**config.mk**
```make
export PLATFORM = sky130hd
export DESIGN_NAME = alu_exec_unit
export DESIGN_NICKNAME = d
export VERILOG_FILES = /design/src/rtl/alu_exec_unit.sv
export SDC_FILE = /design/constraint.sdc
export NUM_CORES = 1
export LEC_CHECK = 0
export CORE_ASPECT_RATIO = 1.4
export CORE_UTILIZATION = 32
export CTS_CLUSTER_DIAMETER = 100
export DETAILED_ROUTE_END_ITERATION = 8
export PLACE_DENSITY = 0.5
export SETUP_SLACK_MARGIN = 0.5
export SLEW_MARGIN = 30
export SYNTH_ARGS = -nofsm -noshare
export SYNTH_HDL_FRONTEND = slang
export SYNTH_SLANG_ARGS = --single-unit
```
**constraint.sdc**
```tcl
create_clock -name clk -period 5.9 [get_ports clk]
set_input_delay 0.59 -clock clk [delete_from_list [all_inputs] [get_ports clk]]
set_output_delay 0.59 -clock clk [all_outputs]
set_load 0.005 [all_outputs]
```
**src/rtl/alu_exec_unit.sv**
```systemverilog
// rtl/alu_exec_unit.sv - multi-cycle ALU execute unit with bit-serial shifter
// Single-cycle add/sub/logic; shifts step one bit position per cycle.
module alu_exec_unit #(
  parameter int WIDTH = 32
) (
  input  logic             clk,
  input  logic             rst_n,
  input  logic             in_valid,
  output logic             in_ready,
  input  logic [3:0]       alu_sel,
  input  logic [WIDTH-1:0] src_a,
  input  logic [WIDTH-1:0] src_b,
  input  logic [4:0]       shamt,
  output logic             out_valid,
  input  logic             out_ready,
  output logic [WIDTH-1:0] result,
  output logic             zero,
  output logic             illegal
);

  localparam int CW = $clog2(WIDTH);

  typedef enum logic [1:0] {IDLE, SHIFT, DONE} state_t;

  state_t           state, state_next;
  logic [WIDTH-1:0] acc;
  logic [WIDTH-1:0] acc_next;
  logic [CW-1:0]    cnt;
  logic [3:0]       op;
  logic [WIDTH-1:0] alu_res;
  logic             is_shift;
  logic             bad_op;
  logic [CW-1:0]    cnt_in;
  logic             accept;

  assign accept = (state == IDLE) && in_valid;

  // Decode; for shifts alu_res is b, which is the answer when the count is 0.
  always_comb begin
    alu_res  = '0;
    is_shift = 1'b0;
    bad_op   = 1'b0;
    cnt_in   = '0;
    case (alu_sel)
      4'b0000: alu_res = src_a + src_b;
      4'b0001: alu_res = src_a - src_b;
      4'b0010, 4'b0011: begin
        alu_res  = src_b;
        is_shift = 1'b1;
        cnt_in   = CW'(shamt);
      end
      4'b0100, 4'b0101, 4'b0110: begin
        alu_res  = src_b;
        is_shift = 1'b1;
        cnt_in   = src_a[CW-1:0];
      end
      4'b0111: alu_res = src_a & src_b;
      4'b1000: alu_res = src_a | src_b;
      4'b1001: alu_res = src_a ^ src_b;
      4'b1010: alu_res = ~(src_a ^ src_b);
      default: bad_op = 1'b1;
    endcase
  end

  always_comb begin
    acc_next = '0;
    case (op)
      4'b0010, 4'b0100: acc_next = {acc[WIDTH-2:0], 1'b0};
      4'b0110:          acc_next = {acc[WIDTH-1], acc[WIDTH-1:1]};
      default:          acc_next = {1'b0, acc[WIDTH-1:1]};
    endcase
  end

  always_ff @(posedge clk or negedge rst_n) begin
    if (!rst_n) state <= IDLE;
    else        state <= state_next;
  end

  always_comb begin
    state_next = state;
    case (state)
      IDLE:    if (in_valid) state_next = (is_shift && cnt_in != '0) ? SHIFT : DONE;
      SHIFT:   if (cnt == CW'(1)) state_next = DONE;
      DONE:    if (out_ready) state_next = IDLE;
      default: state_next = IDLE;
    endcase
  end

  always_comb begin
    in_ready  = (state == IDLE);
    out_valid = (state == DONE);
  end

  always_ff @(posedge clk or negedge rst_n) begin
    if (!rst_n) begin
      acc     <= '0;
      cnt     <= '0;
      op      <= '0;
      result  <= '0;
      zero    <= 1'b0;
      illegal <= 1'b0;
    end else if (accept) begin
      op <= alu_sel;
      if (is_shift && cnt_in != '0) begin
        acc <= src_b;
        cnt <= cnt_in;
      end else begin
        result  <= alu_res;
        zero    <= (alu_res == '0);
        illegal <= bad_op;
      end
    end else if (state == SHIFT) begin
      acc <= acc_next;
      cnt <= cnt - CW'(1);
      if (cnt == CW'(1)) begin
        result  <= acc_next;
        zero    <= (acc_next == '0);
        illegal <= 1'b0;
      end
    end
  end

endmodule

```
==> results.yml <==
run_status:
  status: "finished, final reports clean"
pwr:
  power_density_nw_per_um2: 322
  clockPowerShare_pct: 16.5
  pwr-share-seq_pct: 27.8
  power.leakage_nw: 4.69
  p_int_mw: 1.92
  ir_drop_v: 0.000160
  switching_share_pct: 44.5
  combPwrFrac_pct: 55.7
  p_sw_mw: 1.54
place:
  place_area_um2: 10400
  gp_congestion: 0.894
  dp_hpwl_um: 25800
  port_buffers: 112
synth:
  synth_edf_count: 0
  ys_ff_latch: 77
  ys_seq_area_share_pct: 21.7
  synthesis.area_um2: 8890
  syn-num-nets: 1375
  netlist_instances: 1199
  synthArstFlopShare_pct: 100
  ys_types: 74
  avgSynthCellArea_um2: 7.42
  yosys_warnings: 0
  synth_ff_type: "dfrtp_1"
sta:
  slew_viol_final: 0
  report.final.hold_viol_count: 0
  rsz0062_at_grt: "false"
  finalSetupViolCount: 0
  worst_slew_pin_slew_ns: 0.969
  relSlewSlack_pct: 35.4
  tns_ns: 0
  fin_crit_sh_pct: 86.9
  finClkSkew_ns: 0.00706
  max_freq_ghz: 0.195
  layout_min_cycle_time_ns: 5.13
flow_run:
  max_cap_violations: 0
global_routing:
  antenna_found_initial: 0
  grt.total_usage_pct: 23.9
  first_global_vias: 8611
  grt_pass1_wl_um: 51100
  overflow: 0
  grt_max_degree: 84
clocking:
  hold_buffers: 0
  ctsHtreeMaxLevel: 3
  clock_latency_ns: 0.34
  cts_setup_buffers: 0
  root_buffer: "clkbuf_16"
  cts_tree: "built"
  clk_path_buf_depth: 2
  numCtsBuffers: 9
  path_clk_slew_ns: 0.06
  clkSinkCount: 77
worst_setup_path:
  arrival_ns: 5.40
  cp-start-kind: "input pin"
  path_max_fanout: 6
  crit_path_end_kind: "flop"
  critPathKind: "in2reg"
  required_ns: 6.17
floorplanning:
  fp.dieArea_um2: 28500
  chipHeight_um: 199
  core_um2: 27100
  io_pins: 113
  row_count: 71
  die_w_um: 143
  initial_core_util_pct: 32.8
route:
  wirelength_um: 33900
  drc_errors: 0
  wl_per_cell_um: 20.6
  via_count: 9098
  ant_nets: 0
  viasPerCell: 5.53
  first_pass_iters: 5
  first_iter_violations: 745
final_layout:
  final_area_um2: 10800
  final_common_cell: "nand2_1"
  area_growth_pct: 21.0
  final_cell_mix: "148 x nand2_1, 119 x nor2_1, 116 x o21ai_0"
  antennaDiodeCount: 0
  nets: 1452
  drive_gt1_share_pct: 6.17
min_path:
  hp-class: "in2async"
==> critical path: stages <==
cell	delay (ns)
clkdlybuf4s50_1	0.56
or3_1	0.45
nand3b_1	0.20
nor2_1	0.17
nand2_1	0.10
nor2_1	0.27
a41oi_1	0.19
xnor2_1	0.17
ha_1	0.34
a21oi_1	0.25
o21ai_0	0.13
a21o_1	0.18
a31o_4	0.24
a41oi_4	0.34
a21oi_2	0.11
mux2_4	0.31
or4_4	0.48
nor4_2	0.14
a31o_1	0.17
==> logic make-up (layout without fill, tap and decap cells) <==
kind of cell,count (synthesis),count (layout),share of synthesized area [%]
AOI/OAI and AO/OA,393,393,28.2
and+or+nand+nor,376,376,18.9
buffers and inverters,154,235,6.56
adders and majority gates,99,99,14.0
DFF,77,77,21.7
xor gates and xnor gates,55,55,5.42
muxes,45,45,5.18
==> sequential cells by signal, indices dropped and copies added, names as in the netlist <==
register  count
acc          32
cnt           5
illegal       1
op            4
result       32
state         2
zero          1
==> Yosys cell counts, drive strengths merged (6+ instances only) <==
master	n	area, µm²
nor2b	10	62.6
o22ai	6	37.5
clkbuf	64	240
nand2	151	567
o21ai	119	596
or3	8	50.1
a221o	8	80.1
o221ai	7	61.3
ha	98	1230
nor3	11	55.1
a22oi	22	165
and3	6	37.5
buf	10	42.5
nand3	12	60.1
mux2i	40	400
nand2b	12	75.1
a31oi	11	68.8
dfrtp	77	1930
a211oi	14	105
nor2	120	450
o31ai	10	75.1
nand4	14	87.6
a21o	7	52.6
inv	80	300
a41oi	6	71.3
o21a	10	75.1
nor4	13	87.6
xnor2	48	420
a221oi	16	140
xor2	7	61.3
a21oi	117	597
==> power groups by stage <==
stage	clock [mW]	combinational (mW)	sequential (mW)
2_1_floorplan	0	1.25	0.905
3_3_place_gp	0	1.91	0.967
3_5_place_dp	0	1.91	0.969
4_1_cts	0.581	1.92	0.962
5_1_grt	0.598	2.14	0.991
6_report	0.571	1.93	0.961
==> per-layer routing <==
| metal | GRT usage (%) | vias to the layer above | wire length [µm] |
|---|---|---|---|
| met5 | 0 | - | 0 |
| met4 | 7.17 | 0 | 675 |
| met3 | 1.29 | 36 | 1340 |
| met2 | 40.7 | 265 | 16500 |
| met1 | 32.4 | 4352 | 15400 |
| li1 | - | 4445 | - |
==> final cells by class <==
cell class | instances | area (µm²)
repair buffers | 140 | 1330
well taps | 365 | 457
flip-flops and latches | 77 | 1930
multi-input cells | 968 | 6440
inverters | 80 | 300
clock inverters | 4 | 47.5
fillers | 2826 | 16300
clock buffers | 11 | 253
==> metrics by stage <==
step / setup WS, ns / utilization (%) / std cells / hold WS (ns) / power (mW)
3_3_place_gp: 0.287 / 38.5 / 1630 / 0.434 / 2.88
4_1_cts: 0.602 / 39.6 / 1645 / 0.0694 / 3.46
6_report: 0.773 / 39.7 / 1645 / 0.0764 / 3.46
5_1_grt: 0.509 / 39.7 / 1645 / 0.0767 / 3.73
3_5_place_dp: 0.258 / 38.5 / 1630 / 0.435 / 2.88
2_1_floorplan: 0.932 / - / 1199 / 0.294 / 2.15
==> final timing paths <==
path                           from    endpoint  slack [ns]  cells past startpoint
setup / recovery           src_b[4]        zero        0.77                     19
hold / removal                rst_n   result[1]        0.08                      1
setup reg to reg           state[1]     acc[24]        3.27                      8
hold reg to reg               op[0]       op[0]        0.50                      2
max in group asynchronous     rst_n  result[24]        4.95                      2
min in group clk              op[0]       op[0]        0.50                      2
==> what timing repair did <==
item | CTS | global route
hold endpoints to repair | 0 | 0
endpoints found under the setup margin | 0 | 2
resized for setup | 0 | 8
(Power assumes the default switching activity.)
